`src/rtl/fifo_pkg.sv`:
```
// Shared constants and helpers for the parameterised synchronous FIFO.
package fifo_pkg;

  localparam int unsigned DefWidth = 8;
  localparam int unsigned DefDepth = 16;

  // Pointer width: address bits plus one wrap bit to tell full from empty.
  function automatic int unsigned ptr_width(input int unsigned depth);
    return $clog2(depth) + 1;
  endfunction

endpackage

```
`src/rtl/fifo_mem.sv`:
```
// FIFO storage: Width x Depth, one synchronous write port, one read port.
// Build option FIFO_FWFT_EN: combinational read (head word always visible);
// otherwise the read port is registered and only updates on a read request.
module fifo_mem #(
  parameter int unsigned Width = 8,
  parameter int unsigned Depth = 16,
  localparam int unsigned AddrW = $clog2(Depth)
) (
  input  logic             clk_i,
  input  logic             rst_i,
  input  logic             we_i,
  input  logic [AddrW-1:0] waddr_i,
  input  logic [Width-1:0] wdata_i,
  input  logic             re_i,
  input  logic [AddrW-1:0] raddr_i,
  output logic [Width-1:0] rdata_o
);

  // Storage is intentionally not reset; pointers alone define valid contents.
  logic [Width-1:0] mem_q [Depth];

  // Synchronous write port.
  always_ff @(posedge clk_i) begin
    if (we_i) mem_q[waddr_i] <= wdata_i;
  end

`ifdef FIFO_FWFT_EN
  assign rdata_o = mem_q[raddr_i];

  logic unused_ctrl;
  assign unused_ctrl = rst_i ^ re_i;
`else
  logic [Width-1:0] rdata_q, rdata_d;

  // Read register captures the addressed word only on a read; otherwise holds.
  always_comb begin
    rdata_d = rdata_q;
    if (re_i) rdata_d = mem_q[raddr_i];
  end

  // Read register state; cleared by reset so rdata reads 0 afterwards.
  always_ff @(posedge clk_i or posedge rst_i) begin
    if (rst_i) rdata_q <= '0;
    else       rdata_q <= rdata_d;
  end

  assign rdata_o = rdata_q;
`endif

endmodule

```
`src/rtl/param_sync_fifo.sv`:
```
// Parameterised single-clock FIFO with registered status flags and
// one-cycle overflow/underflow error pulses.
// Build option FIFO_FWFT_EN: first-word-fall-through read side; without it
// rdata/rd_valid update one cycle after an accepted read.
module param_sync_fifo
  import fifo_pkg::*;
#(
  parameter int unsigned WIDTH    = DefWidth,
  parameter int unsigned DEPTH    = DefDepth,
  parameter int unsigned AF_LEVEL = DEPTH - 2,
  parameter int unsigned AE_LEVEL = 2
) (
  input  logic                        clk,
  input  logic                        rst,
  input  logic                        w_en,
  input  logic [WIDTH-1:0]            wdata,
  input  logic                        r_en,
  output logic [WIDTH-1:0]            rdata,
  output logic                        rd_valid,
  output logic                        full,
  output logic                        empty,
  output logic                        almost_full,
  output logic                        almost_empty,
  output logic                        w_er,
  output logic                        r_er,
  output logic [ptr_width(DEPTH)-1:0] count
);

  localparam int unsigned PtrW  = ptr_width(DEPTH);
  localparam int unsigned AddrW = PtrW - 1;
  localparam logic [PtrW-1:0] AfLvl = PtrW'(AF_LEVEL);
  localparam logic [PtrW-1:0] AeLvl = PtrW'(AE_LEVEL);

  logic [PtrW-1:0]  wptr_q, wptr_d, rptr_q, rptr_d, count_q, count_d;
  logic             full_q, full_d, empty_q, empty_d;
  logic             af_q, af_d, ae_q, ae_d;
  logic             w_er_q, w_er_d, r_er_q, r_er_d;
  logic             w_acc, r_acc;
  logic [WIDTH-1:0] mem_rdata;

  // Accept decisions use the registered flags, then derive next pointers and
  // next-cycle status so every flag is a flop output.
  always_comb begin
    w_acc   = w_en && !full_q;
    r_acc   = r_en && !empty_q;
    wptr_d  = wptr_q + {{(PtrW-1){1'b0}}, w_acc};
    rptr_d  = rptr_q + {{(PtrW-1){1'b0}}, r_acc};
    count_d = wptr_d - rptr_d;
    empty_d = (wptr_d == rptr_d);
    full_d  = (wptr_d[AddrW-1:0] == rptr_d[AddrW-1:0]) && (wptr_d[AddrW] != rptr_d[AddrW]);
    af_d    = (count_d >= AfLvl);
    ae_d    = (count_d <= AeLvl);
    w_er_d  = w_en && full_q;
    r_er_d  = r_en && empty_q;
  end

  // Pointer and status registers; reset discards contents immediately.
  always_ff @(posedge clk or posedge rst) begin
    if (rst) begin
      wptr_q  <= '0;
      rptr_q  <= '0;
      count_q <= '0;
      full_q  <= 1'b0;
      empty_q <= 1'b1;
      af_q    <= 1'b0;
      ae_q    <= 1'b1;
      w_er_q  <= 1'b0;
      r_er_q  <= 1'b0;
    end else begin
      wptr_q  <= wptr_d;
      rptr_q  <= rptr_d;
      count_q <= count_d;
      full_q  <= full_d;
      empty_q <= empty_d;
      af_q    <= af_d;
      ae_q    <= ae_d;
      w_er_q  <= w_er_d;
      r_er_q  <= r_er_d;
    end
  end

  fifo_mem #(
    .Width (WIDTH),
    .Depth (DEPTH)
  ) u_mem (
    .clk_i   (clk),
    .rst_i   (rst),
    .we_i    (w_acc),
    .waddr_i (wptr_q[AddrW-1:0]),
    .wdata_i (wdata),
    .re_i    (r_acc),
    .raddr_i (rptr_q[AddrW-1:0]),
    .rdata_o (mem_rdata)
  );

`ifdef FIFO_FWFT_EN
  // Head word is visible whenever the FIFO holds data; zero when empty.
  assign rd_valid = !empty_q;
  assign rdata    = empty_q ? '0 : mem_rdata;
`else
  logic rd_valid_q, rd_valid_d;

  // rd_valid marks the cycle after an accepted read.
  always_comb begin
    rd_valid_d = r_acc;
  end

  // rd_valid register.
  always_ff @(posedge clk or posedge rst) begin
    if (rst) rd_valid_q <= 1'b0;
    else     rd_valid_q <= rd_valid_d;
  end

  assign rd_valid = rd_valid_q;
  assign rdata    = mem_rdata;
`endif

  assign full         = full_q;
  assign empty        = empty_q;
  assign almost_full  = af_q;
  assign almost_empty = ae_q;
  assign w_er         = w_er_q;
  assign r_er         = r_er_q;
  assign count        = count_q;

endmodule
```
`config.mk`:
```
export PLATFORM = sky130hd
export DESIGN_NAME = param_sync_fifo
export DESIGN_NICKNAME = d
export VERILOG_FILES = /design/src/rtl/fifo_pkg.sv /design/src/rtl/fifo_mem.sv /design/src/rtl/param_sync_fifo.sv
export SDC_FILE = /design/constraint.sdc
export NUM_CORES = 1
export LEC_CHECK = 0
export BUFFER_PORTS_ARGS = -buffer_cell sky130_fd_sc_hd__clkbuf_2
export CAP_MARGIN = 25
export CORE_ASPECT_RATIO = 1.4
export CORE_MARGIN = 5
export CORE_UTILIZATION = 57
export DETAILED_ROUTE_END_ITERATION = 8
export MAX_ROUTING_LAYER = met4
export PLACE_DENSITY = 0.75
export SYNTH_ARGS = -nofsm -noshare
export SYNTH_HDL_FRONTEND = slang
export SYNTH_SLANG_ARGS = --single-unit
```
`constraint.sdc`:
```
create_clock -name clk -period 7.6 [get_ports clk]
set_input_delay 0.76 -clock clk [delete_from_list [all_inputs] [get_ports clk]]
set_output_delay 0.76 -clock clk [all_outputs]
set_load 0.02 [all_outputs]
```
Word level (Yosys, flattened, before mapping)
Memories as Yosys holds them, arrays and structs flattened. A register that Yosys moved wholly into a read port is not among the register bits.
Cells that the tools add are included.
{"block": "classes", "n_addsub": 3, "magnitude_cmp": 2, "n_eq_ne": 3, "n_mux": 2, "n_reduce_logical": 7}
{"operator": "$add 5x1->5", "count": 2}
{"operator": "$eq 5x5->1", "count": 1}
{"operator": "$ge 5x4->1 const B", "count": 1}
{"operator": "$le 5x2->1 const B", "count": 1}
{"operator": "$logic_and 1x1->1", "count": 5}
{"operator": "$sub 5x5->5", "count": 1}
{"operator": "$eq 4x4->1", "count": 1}
{"operator": "$logic_not 1->1", "count": 2}
{"operator": "$mux 1", "count": 2}
{"operator": "$ne 1x1->1", "count": 1}
{"block": "word_totals", "reg_bits": 22, "ramBits": 128, "input_bits": 12, "out_inout_bits": 20, "elab_cells": 28, "memories": 1}
{"name": "u_mem.mem_q", "depth": 16, "word_bits": 8, "read_ports": 1, "rd_clocked_by_memory_dff": 1, "wr": 1, "line": "fifo_mem.sv:20", "text": "logic [Width-1:0] mem_q [Depth];"}

Logic depth before layout (Yosys ltp)
Gate-level depths: netlist of run 1.
{"block": "depth", "depth_word": 5, "ltp_mapped": 10, "depth_no_buf": 10}

Modules after synthesis
From an unflattened synthesis of run 1, not the netlist that was laid out.
{"block": "unflattened", "cells_unflattened": 320, "hier_area_um2": 6293.5}
{"mod": "fifo_mem", "instances": 1, "cells_each": 241, "area_per_inst_um2": 5335.1, "seq_area_each_um2": 4043.9}
{"mod": "param_sync_fifo", "instances": 1, "cells_each": 79, "area_per_inst_um2": 958.4, "seq_area_each_um2": 553.0}

Worst setup path before layout of run 1
Ideal clock, no wire load.
{"block": "synth_path", "path_kind": "in2reg", "start": "input r_en", "end": "register ae_q, in the netlist almost_empty", "setup_ns": 0.122, "arrival_time_ns": 2.834, "t_required_ns": 7.478, "slack_ns": 4.645, "cell_stages": 10, "path_buffers": 1, "cell_sequence": "nor2b_1 > buf_6 > ha_1 > ha_1 > xnor2_1 > ha_1 > o311ai_0 > nand3b_1 > xor2_1 > a2111oi_0"}
{"block": "synth_via", "elab_chain_len": 4}
{"element": "from (decl)", "line": "param_sync_fifo.sv:17", "text": "input logic r_en,"}
{"element": "$logic_and 1x1->1", "line": "param_sync_fifo.sv:45", "text": "r_acc = r_en && !empty_q;"}
{"element": "named net r_acc", "line": "param_sync_fifo.sv:38", "text": "logic w_acc, r_acc;"}
{"element": "$add 5x1->5", "line": "param_sync_fifo.sv:47", "text": "rptr_d = rptr_q + {{(PtrW-1){1'b0}}, r_acc};"}
{"element": "named net rptr_d[1]", "line": "param_sync_fifo.sv:34", "text": "logic [PtrW-1:0] wptr_q, wptr_d, rptr_q, rptr_d, count_q, count_d;"}
{"element": "$sub 5x5->5", "line": "param_sync_fifo.sv:48", "text": "count_d = wptr_d - rptr_d;"}
{"element": "named net count_d[4]", "line": "param_sync_fifo.sv:34"}
{"element": "$le 5x2->1", "line": "param_sync_fifo.sv:52", "text": "ae_d = (count_d <= AeLvl);"}
{"element": "named net ae_d", "line": "param_sync_fifo.sv:36", "text": "logic af_q, af_d, ae_q, ae_d;"}
{"element": "to (signal assigned)", "line": "param_sync_fifo.sv:66", "text": "ae_q <= 1'b1;"}
{"element": "to (signal assigned)", "line": "param_sync_fifo.sv:76", "text": "ae_q <= ae_d;"}
{"element": "to (decl)", "line": "param_sync_fifo.sv:36"}
The timed path passes the listed nets, and every way through them passes these cells.

Final worst setup path of run 1
{"block": "layout_path", "start": "input r_en", "end": "register ae_q, in the netlist almost_empty"}
{"block": "layout_via", "elab_chain_len": 4}
{"element": "$logic_and 1x1->1", "line": "param_sync_fifo.sv:45"}
{"element": "$add 5x1->5", "line": "param_sync_fifo.sv:47"}
{"element": "named net rptr_d[1]", "line": "param_sync_fifo.sv:34"}
{"element": "$sub 5x5->5", "line": "param_sync_fifo.sv:48"}
{"element": "named net count_d[4]", "line": "param_sync_fifo.sv:34"}
{"element": "$le 5x2->1", "line": "param_sync_fifo.sv:52"}
{"element": "named net ae_d", "line": "param_sync_fifo.sv:36"}
The timed path passes the listed nets, and every way through them passes these cells.

==> results of run 1 <==
## registers in the layout, summed over array words and instances (netlist names)
name	cells
u_mem.mem_q	128
u_mem.rdata_o	8
count	5
rptr_q	5
wptr_q	5
almost_empty	1
almost_full	1
empty	1
full	1
r_er	1
rd_valid	1
w_er	1
## cells in the final DEF (no fill, tap or decap), types with 2 or more instances in the layout
master and instances:
dfrtp_1 27, ha_1 8, clkbuf_16 17, nand3b_1 3, clkbuf_2 31, nand2b_1 2, clkbuf_8 2, inv_1 8
clkbuf_1 3, bufinv_16 3, edfxtp_1 128, xor2_1 4, buf_4 6, and2_1 3, mux2_4 8, nor3_1 4
nor2_1 14, xnor2_1 11, nand2_1 2, dfstp_2 2, clkinvlp_4 4, nand3_1 5, nor2b_1 3, mux4_1 18
and3_1 3, mux4_2 22
## power groups by stage
stage	Clock [mW]	Combinational, mW	Sequential [mW]
after detailed placement	0	1.04	1.27
after global placement	0	0.996	1.26
after CTS	0.865	1.05	1.26
after global routing	0.903	1.19	1.24
final	0.854	1.09	1.22
after floorplan	0	0.819	1.23
## worst min path at each step
stage	from	to	slack, ns	depth (start not counted)
after floorplan	rptr_q[4]	rptr_q[4]	0.46	1
after global placement	rptr_q[4]	rptr_q[4]	0.48	1
after detailed placement	rptr_q[4]	rptr_q[4]	0.48	1
after CTS	rst	u_mem.rdata_o[4]	0.25	2
after global routing	rst	u_mem.rdata_o[5]	0.27	2
final	rst	u_mem.rdata_o[6]	0.26	2
## cells by family after synthesis
group / count (synthesis) / share of synthesized area
multiplexers: 48 / 0.172
XOR/XNOR: 15 / 0.0208
AND/OR/NAND/NOR: 41 / 0.0338
buffers and inverters: 20 / 0.0225
adder cells (fa/ha/maj): 9 / 0.0174
AO/OA/AOI/OAI: 5 / 0.00673
flip-flops: 158 / 0.727
## per-layer routing
metal | share of wire | wire, um | up-vias | global-route usage
li1 | - | - | 1299 | -
met1 | 0.38 | 4430 | 1512 | 0.230
met2 | 0.54 | 6210 | 95 | 0.316
met3 | 0.055 | 640 | 20 | 0.0568
met4 | 0.026 | 304 | 0 | 0.0752
met5 | 0 | 0 | - | -
## worst max-delay path, cell delays in order
cell	delay, ns
clkbuf_2	0.09
nor2b_1	0.30
buf_4	0.26
ha_1	0.19
ha_1	0.30
xnor2_1	0.17
ha_1	0.23
o311ai_0	0.37
nand3b_1	0.14
xor2_1	0.19
a2111oi_0	0.38
## stage by stage
step                cell area, um2  setup WS (ns)  std cells  hold slack (ns)  total power [mW]
floorplan                     6330           4.64        296            0.462              2.05
global placement              6580           3.84        461            0.482              2.26
detailed placement            6610           3.67        462            0.480              2.31
CTS                           7210           4.10        494            0.255              3.18
global route                  7240           4.29        496            0.274              3.33
finish                        7240           4.52        496            0.261              3.16
## cell type report
cell class / instances / area, um2 / share of cell area
Inverter: 8 / 30.0 / 0.00415
Multi-Input combinational cell: 118 / 1590 / 0.219
Sequential cell: 158 / 4600 / 0.635
Tap cell: 141 / 176 / 0.0244
Timing Repair Buffer: 39 / 248 / 0.0342
Clock inverter: 10 / 138 / 0.0190
Clock buffer: 22 / 464 / 0.0641
==> summary.txt, run 1 <==
Clock network
  – Worst-Skew Late Latency: 0.42 ns
  – Hold Buf Count CTS: 0
  – CTS tree: done
  – Clock transition at path regs: 0.06 ns
  – H-tree depth: 4
  – CTS resizes: 0
  – CTS sink cnt: 158
  – Postcts setup bufs: 0
  – Root Driver: clkbuf_16
  – Clock Path Buffers: 2
  – CTS buffer count: 17

Critical path
  – Worst setup SP type: input port
  – Critical Path Source: r_en
  – Data required, critical path: 7.89 ns
  – R2r endpoint: almost_empty
  – CP endpoint kind: flop
  – Setup slack, reg-to-reg: 4.61 ns
  – Reg2reg path depth: 10
  – Worst EP arrival: 3.37 ns
  – R2r startpoint: empty
  – Critical path capture point: almost_empty
  – Worst Path Max Fanout: 8
  – Worst Setup Path Type: in -> reg

Floorplanning
  – Die span in x: just under 100 um
  – DIE AREA: 0.0133 mm2
  – Core area: between 0.01 and 0.015 mm2
  – Ports: 32
  – Die extent in y: roughly 130 um
  – FP Rows: between 40 and 50
  – Initial Util: 0.582

Final layout
  – Fin nets: 362
  – Layout fillers: 715
  – Share of cells above drive strength 1: 0.285
  – Antenna fix cells: 0
  – Finished Core Util: 0.666
  – Synth-to-layout area growth: 14.5%

Timing
  – Fin. max-slew vios: 0
  – Fmax: about 320 MHz
  – # setup viols final: 0
  – Post-route minimum period: 3.08 ns
  – Fin. Hold Viols: 0
  – RSZ-0062 raised after global routing: false
  – Worst Tran Pin Value: 0.993 ns
  – Final worst-path cycle share: 0.405
  – Final TNS setup: 0 ns
  – Rel. slew slack: 0.335
  – Worst Skew: 0.00888 ns

Drt
  – Vias per cell: 5.90
  – DRC: 0
  – Initial DRC Count: 147
  – Routed len/inst: 23.4 um
  – Remaining antenna violation count: 0
  – Detailed Routing Iterations Pass 1: 6
  – Vias: roughly 2900
  – Total Wirelength: 11600 um

Hold path
  – Min-delay worst type: in -> async

Synth
  – Largest cells by area after synthesis: edfxtp_1, dfrtp_1, mux4_2, mux4_1, mux2_4
  – Count leader, synth: edfxtp_1
  – Syn avg cell area: 21.4 um2
  – Post-synth top area share: 0.608
  – EDFF count, synth: 128
  – Synth Instances: 296
  – Sequential area share after synthesis: 0.727
  – Top cells by count, synth: edfxtp_1, dfrtp_1, mux4_2, mux4_1, nor2_1
  – Mapped Nets: approximately 320
  – Synth Cell Area: 0.00633 mm2
  – Synth warn: 0
  – Post-synth ARST share: 0.190
  – Top_reg_cell synth: edfxtp_1
  – Register bit count reported by yosys: 158
  – Netlist cell types: 32
  – Synth area leader: edfxtp_1

GRT
  – Initial antenna violation count: 0
  – GRT Overall Usage: 0.194
  – Largest net degree at the start of global routing: 35
  – Vias in the first global route: 3106
  – Global-route wire length before repair: about 18000 um
  – Grt ovf: 0

Power
  – Combinational share of power: 0.345
  – Pint: 2.17 mW
  – Register share of total power: 0.385
  – P_sw: 0.996 mW
  – Net Sw Frac: 0.315
  – LEAKAGE: 2.60 nW
  – Clk pwr share: 0.270
  – VDD IR-drop max: 208 uV
  – Power Density: 437 mW/mm2

Job
  – Max-cap viol count: 0

Placement
  – Buffers on Ports: 31
  – Placer Congestion: 0.830
  – HPWL after detailed placement: about 7400 um

Outcome
  – Status: finished clean
No activity file was read; power rests on OpenSTA's default activity.
==> inputs of run 2 (changes only) <==
Clock period 7.6 ns to 3.1 ns, I/O delays scaled along.
==> run 2 against run 1 <==
  * Final cell count increased by 1.0%
  * Routed wire length up 2.1%
  * Non-clock buffer count is 5 higher
  * Setup slack got worse by 4.2 ns
  * Die area is the same
  * Sequential share of layout area is 0.34 points lower
  * Critical path depth is 2 lower
  * Critical path type is now reg -> reg
==> summary.txt, run 2 (synthesis results as in run 1) <==
Outcome
  – Status: finished clean

GRT
  – Initial antenna violation count: 0 (unchanged)
  – Vias in the first global route: 3114 (+0.26%)
  – GRT Overall Usage: 0.197 (+0.00310)
  – Largest net degree at the start of global routing: 33 (-5.7%)
  – Grt ovf: 0 (unchanged)
  – Global-route wire length before repair: 18300 um (+0.91%)

Timing
  – Fin. max-slew vios: 0 (unchanged)
  – Final TNS setup: 0 ns (unchanged)
  – Final worst-path cycle share: 0.912
  – Fmax: 354 MHz
  – Worst Tran Pin Value: 0.861 ns (-0.132 ns)
  – Post-route minimum period: 2.83 ns
  – Fin. Hold Viols: 0 (unchanged)
  – Rel. slew slack: 0.424 (+0.0882)
  – RSZ-0062 raised after global routing: false
  – Worst Skew: 0.00545 ns (-0.00342 ns)
  – # setup viols final: 0 (unchanged)

Drt
  – Initial DRC Count: 303 (+110%)
  – Vias per cell: 5.97 (+1.2%)
  – Total Wirelength: 11800 um (+2.1%)
  – Routed len/inst: 23.6 um (+1.1%)
  – Remaining antenna violation count: 0 (unchanged)
  – Detailed Routing Iterations Pass 1: 4 (-2)
  – Vias: 2991 (+2.2%)
  – DRC: 0 (unchanged)

Floorplanning
  – Initial Util: 0.582 (unchanged)
  – DIE AREA: 0.0133 mm2 (unchanged)
  – Ports: 32 (unchanged)
  – Core area: 0.0109 mm2 (unchanged)
  – Die extent in y: 135 um (unchanged)
  – FP Rows: 45 (unchanged)
  – Die span in x: 99.0 um (unchanged)

Power
  – P_sw: 2.52 mW (+150%)
  – Net Sw Frac: 0.323 (+0.00810)
  – Combinational share of power: 0.354 (+0.009)
  – Register share of total power: 0.373 (-0.012)
  – LEAKAGE: 2.64 nW (+1.4%)
  – Power Density: 1070 mW/mm2 (+150%)
  – Clk pwr share: 0.273 (+0.003)
  – Pint: 5.28 mW (+140%)
  – VDD IR-drop max: 466 uV (+120%)

Clock network
  – Clock transition at path regs: 0.06 ns (about the same)
  – CTS tree: done
  – H-tree depth: 4 (unchanged)
  – Clock Path Buffers: 2 (unchanged)
  – Root Driver: clkbuf_16
  – Postcts setup bufs: 0 (unchanged)
  – CTS buffer count: 17 (unchanged)
  – CTS sink cnt: 158 (unchanged)
  – Worst-Skew Late Latency: 0.41 ns (about the same)

Final layout
  – Fin nets: 367 (+1.4%)
  – Commonest non-fill, non-tap cells in the layout: edfxtp_1, clkbuf_2, dfrtp_1
  – Fin area: 0.00728 mm2 (+0.54%)
  – Finished Layout Cells: 501 (+1.0%)
  – Number of flip-flops in the largest register: 128 (unchanged)
  – Leading cell type in the layout, fill and taps excluded: edfxtp_1
  – Antenna fix cells: 0 (unchanged)
  – Biggest register: u_mem.mem_q
  – Share of cells above drive strength 1: 0.303 (+0.0183)
  – Synth-to-layout area growth: 15.1%

Critical path
  – Worst Path Max Fanout: 5 (-3)
  – Reg2reg path depth: 9 (-1)
  – Worst EP arrival: 3.11 ns (-0.26 ns)
  – Data required, critical path: 3.39 ns (-4.50 ns)
  – Worst setup SP type: flop
  – CP endpoint kind: flop
  – Worst Setup Path Type: reg -> reg

Placement
  – Buffers on Ports: 31 (unchanged)
  – Placed insts: 468 (+1.3%)
  – HPWL after detailed placement: 7450 um (+1.3%)
  – Placer Congestion: 0.796 (-4.2%)
  – Placed cell areas: 0.00666 mm2 (+0.68%)

Hold path
  – Worst hold path stage count: 2
  – Min-delay worst type: in -> reg

Job
  – Max-cap viol count: 0 (unchanged)
-- run 2: cell count changes in the layout (fill, tap and decap cells not counted) --
| cell | before | now |
|---|---|---|
| clkbuf_8 | 2 | 0 |
| clkinvlp_4 | 4 | 2 |
| inv_8 | 0 | 1 |
| inv_6 | 1 | 3 |
| clkinv_2 | 1 | 2 |
| clkbuf_1 | 3 | 0 |
| clkinv_1 | 1 | 0 |
| dlygate4sd3_1 | 0 | 1 |
| buf_4 | 6 | 11 |
| clkinv_4 | 0 | 4 |
| buf_12 | 1 | 0 |
-- run 2: metal layers --
metal	track usage	vias to the layer above	share of wire
met1	0.235	1577	0.39
met3	0.0470	4	0.056
li1	-	1307	-
met4	0.0721	0	0.0053
met5	-	-	0
met2	0.329	103	0.55
-- run 2: repair_timing --
action,in CTS,in global routing
endpoints found under the hold margin,5,0
resized for setup,0,0
hold buffers,1,0
-- run 2: worst max-delay path, cell delays in order (launching register included) --
cell and delay (ns):
dfrtp_1 0.39, nor2b_1 0.34, ha_1 0.28, ha_1 0.28, xnor2_1 0.15, ha_1 0.23, o311ai_0 0.33, nand3b_1 0.13
xor2_1 0.19, a2111oi_0 0.37
-- run 2: power by group through the flow --
stage	clock network [mW]	registers, mW	logic, mW
detailed placement	0	2.94	2.74
floorplan	0	3.02	2.01
global placement	0	2.92	2.67
finish	2.13	2.91	2.76
global route	2.27	2.95	2.95
CTS	2.17	2.91	2.79
-- run 2: final cells by class --
cell class,count,area (um2)
clock buffers,17,425
well taps,141,176
clock inverters,15,188
inverters,8,30.0
repair buffers,44,275
multi-input cells,118,1590
flip-flops and latches,158,4600
fillers,699,3590
-- run 2: final timing paths --
check / from / end / slack, ns
min: r_en / r_er / 0.13
min in group asynchronous: rst / u_mem.rdata_o[6] / 0.37
max: full / almost_empty / 0.27
max reg2reg: full / almost_empty / 0.27
max in group asynchronous: rst / almost_empty / 2.23
min reg2reg: wptr_q[4] / wptr_q[4] / 0.50
-- run 2: through the flow --
step,setup slack (ns),hold slack (ns),util,total power [mW]
4_1_cts,0.315,0.109,0.670,7.86
2_1_floorplan,0.382,0.399,-,5.02
5_1_grt,0.120,0.102,0.670,8.16
6_report,0.274,0.126,0.670,7.81
3_3_place_gp,0.457,0.480,0.610,5.59
3_5_place_dp,0.348,0.245,0.613,5.68
==> inputs of run 3 (changes only) <==
Settings changed: BUFFER_PORTS_ARGS -buffer_cell sky130_fd_sc_hd__clkbuf_2 to -buffer_cell sky130_fd_sc_hd__buf_2, CORE_UTILIZATION 57 to 60, PLACE_DENSITY 0.75 to 0.78.
==> run 3 against run 2 <==
  * First-iteration DRC count decreased by 24%
  * Fmax is 3.0% lower
  * Clock skew is 0.0022 ns higher
  * Routed wire length shrank 2.3%
  * Sequential share of layout area rose by 0.098 points
  * Register-to-register slack worse by 0.09 ns
  * Combinational power is essentially flat
  * Count of clock-buffer cells in the layout increased by 6
  * Largest cell class unchanged
  * Die area is 4.6% lower
  * Final cell count down 0.40%
  * Sequential power hardly changed
  * Highest routed layer unchanged
  * Sequential cell count stayed put
==> summary.txt, run 3 (synthesis results as in run 1) <==
Outcome
  – Status: finished clean

Floorplanning
  – Initial Util: 0.611 (+0.0291)
  – Die span in x: 96.8 um (-2.3%)
  – Core area: 0.0103 mm2 (-4.8%)
  – DIE AREA: 0.0127 mm2 (-4.6%)
  – FP Rows: 44 (-2.2%)
  – Die extent in y: 131 um (-2.3%)
  – Ports: 32 (unchanged)

Clock network
  – Worst-Skew Late Latency: 0.42 ns (about the same)
  – Postcts setup bufs: 0 (unchanged)
  – CTS sink cnt: 158 (unchanged)
  – CTS resizes: 0 (unchanged)
  – Root Driver: clkbuf_16
  – H-tree depth: 4 (unchanged)
  – Clock transition at path regs: 0.06 ns (about the same)
  – CTS tree: done
  – Clock Path Buffers: 2 (unchanged)
  – CTS buffer count: 17 (unchanged)

Placement
  – HPWL after detailed placement: 7570 um (+1.6%)
  – Place WS: 0.316 ns (-0.0320 ns)
  – Placer Congestion: 0.820 (+3.0%)
  – Buffers on Ports: 31 (unchanged)

Power
  – LEAKAGE: 2.64 nW (-0.12%)
  – Power Density: 1070 mW/mm2 (-0.18%)
  – VDD IR-drop max: 472 uV (+1.5%)
  – Final Power: 7.78 mW (-0.33%)

Critical path
  – Reg2reg path depth: 9 (unchanged)
  – Data required, critical path: 3.38 ns (about the same)
  – Worst setup SP type: flop
  – Critical Path Source: full
  – R2r startpoint: full
  – R2r endpoint: almost_empty
  – Critical path capture point: almost_empty
  – Setup slack, reg-to-reg: 0.19 ns (-0.09 ns)
  – CP endpoint kind: flop
  – Worst Path Max Fanout: 5 (unchanged)
  – Worst Setup Path Type: reg -> reg
  – Worst EP arrival: 3.19 ns (+0.08 ns)

Timing
  – Fmax: 343 MHz (-3.0%)
  – Final TNS setup: 0 ns (unchanged)
  – Worst Skew: 0.00767 ns (+0.00222 ns)
  – RSZ-0062 raised after global routing: false
  – # setup viols final: 0 (unchanged)
  – Worst Tran Pin Value: 0.842 ns (-0.0196 ns)
  – Fin. Hold Viols: 0 (unchanged)
  – Post-route minimum period: 2.91 ns (+0.0887 ns)
  – Worst hold slack: 0.114 ns (-0.0128 ns)
  – Post-layout worst setup margin: 0.186 ns (-0.0887 ns)
  – Rel. slew slack: 0.437 (+0.0131)
  – Final worst-path cycle share: 0.940 (+0.0286)
  – Fin. max-slew vios: 0 (unchanged)

GRT
  – Global-route wire length before repair: 18500 um (+1.1%)
  – Largest net degree at the start of global routing: 33 (unchanged)
  – GRT Overall Usage: 0.204 (+0.00680)
  – Initial antenna violation count: 0 (unchanged)
  – Vias in the first global route: 3147 (+1.1%)
  – Grt ovf: 0 (unchanged)

Drt
  – Initial DRC Count: 231 (-24%)
  – Routed len/inst: 23.2 um (-1.9%)
  – Vias: 2970 (-0.70%)
  – Vias per cell: 5.95 (-0.30%)
  – Remaining antenna violation count: 0 (unchanged)
  – Detailed Routing Iterations Pass 1: 5 (+1)
  – DRC: 0 (unchanged)
  – Total Wirelength: 11600 um (-2.3%)

Final layout
  – Fin nets: 368 (+0.27%)
  – Antenna fix cells: 0 (unchanged)
  – Share of cells above drive strength 1: 0.299 (-0.00361)
  – Leading cell type in the layout, fill and taps excluded: edfxtp_1
  – Commonest non-fill, non-tap cells in the layout: edfxtp_1, buf_2, dfrtp_1
  – Biggest register: u_mem.mem_q
  – Layout fillers: 647 (-7.4%)
  – Number of flip-flops in the largest register: 128 (unchanged)
  – Synth-to-layout area growth: 14.9%

Hold path
  – Min-delay worst type: in -> reg

Job
  – Max-cap viol count: 0 (unchanged)
[run 3: changes by cell type in the layout (fill, tap and decap cells not counted), moves of 2 or more]
cell and delta:
buf_4 +2, inv_6 -2, clkbuf_1 +2, clkbuf_16 +3
clkbuf_2 -31, buf_2 +31, bufinv_16 -2
[run 3: cell type report]
type / instances / area, um2 / area share
Clock inverter: 9 / 96.3 / 0.0133
Multi-Input combinational cell: 118 / 1590 / 0.218
Sequential cell: 158 / 4600 / 0.633
Clock buffer: 23 / 522 / 0.0718
Timing Repair Buffer: 45 / 263 / 0.0362
Tap cell: 138 / 173 / 0.0238
Inverter: 8 / 30.0 / 0.00413
[run 3: how the worst min path moves through the flow]
stage / startpoint / end / slack (ns) / depth (start not counted)
final: w_en / w_er / 0.11 / 2
after CTS: w_en / w_er / 0.1 / 2
after global routing: w_en / w_er / 0.12 / 2
after detailed placement: rst / rd_valid / 0.42 / 3
after floorplan: rst / almost_full / 0.40 / 1
after global placement: rst / rd_valid / 0.39 / 3
[run 3: metal layers]
layer	share of wire	up-vias	track usage	wire, um
li1	-	1303	-	-
met1	0.37	1544	0.239	4330
met2	0.55	99	0.331	6380
met3	0.049	24	0.0620	570
met4	0.024	0	0.0827	282
met5	0	-	-	0
[run 3: critical path, stage by stage (launching register included)]
cell	delay, ns
dfrtp_1	0.40
nor2b_1	0.28
ha_1	0.29
ha_1	0.28
xnor2_1	0.14
ha_1	0.22
o311ai_0	0.35
nand3b_1	0.15
xor2_1	0.20
a2111oi_0	0.45
[run 3: power by group]
part | leakage (nW) | switching (mW) | internal [mW]
Clock | 0.297 | 0.822 | 1.28
Sequential | 1.51 | 0.198 | 2.71
Combinational | 0.830 | 1.46 | 1.31
Total | 2.64 | 2.48 | 5.30
[run 3: metrics by stage]
step	area, um2	util	cells
floorplan	6330	-	296
global placement	6640	0.642	466
detailed placement	6640	0.642	466
CTS	7270	0.702	499
global route	7270	0.702	499
finish	7270	0.702	499
[run 3: repair_timing]
item,4_1_cts,5_1_grt
hold buffers,1,0
hold endpoints to repair,28,0
setup endpoints to repair,0,0
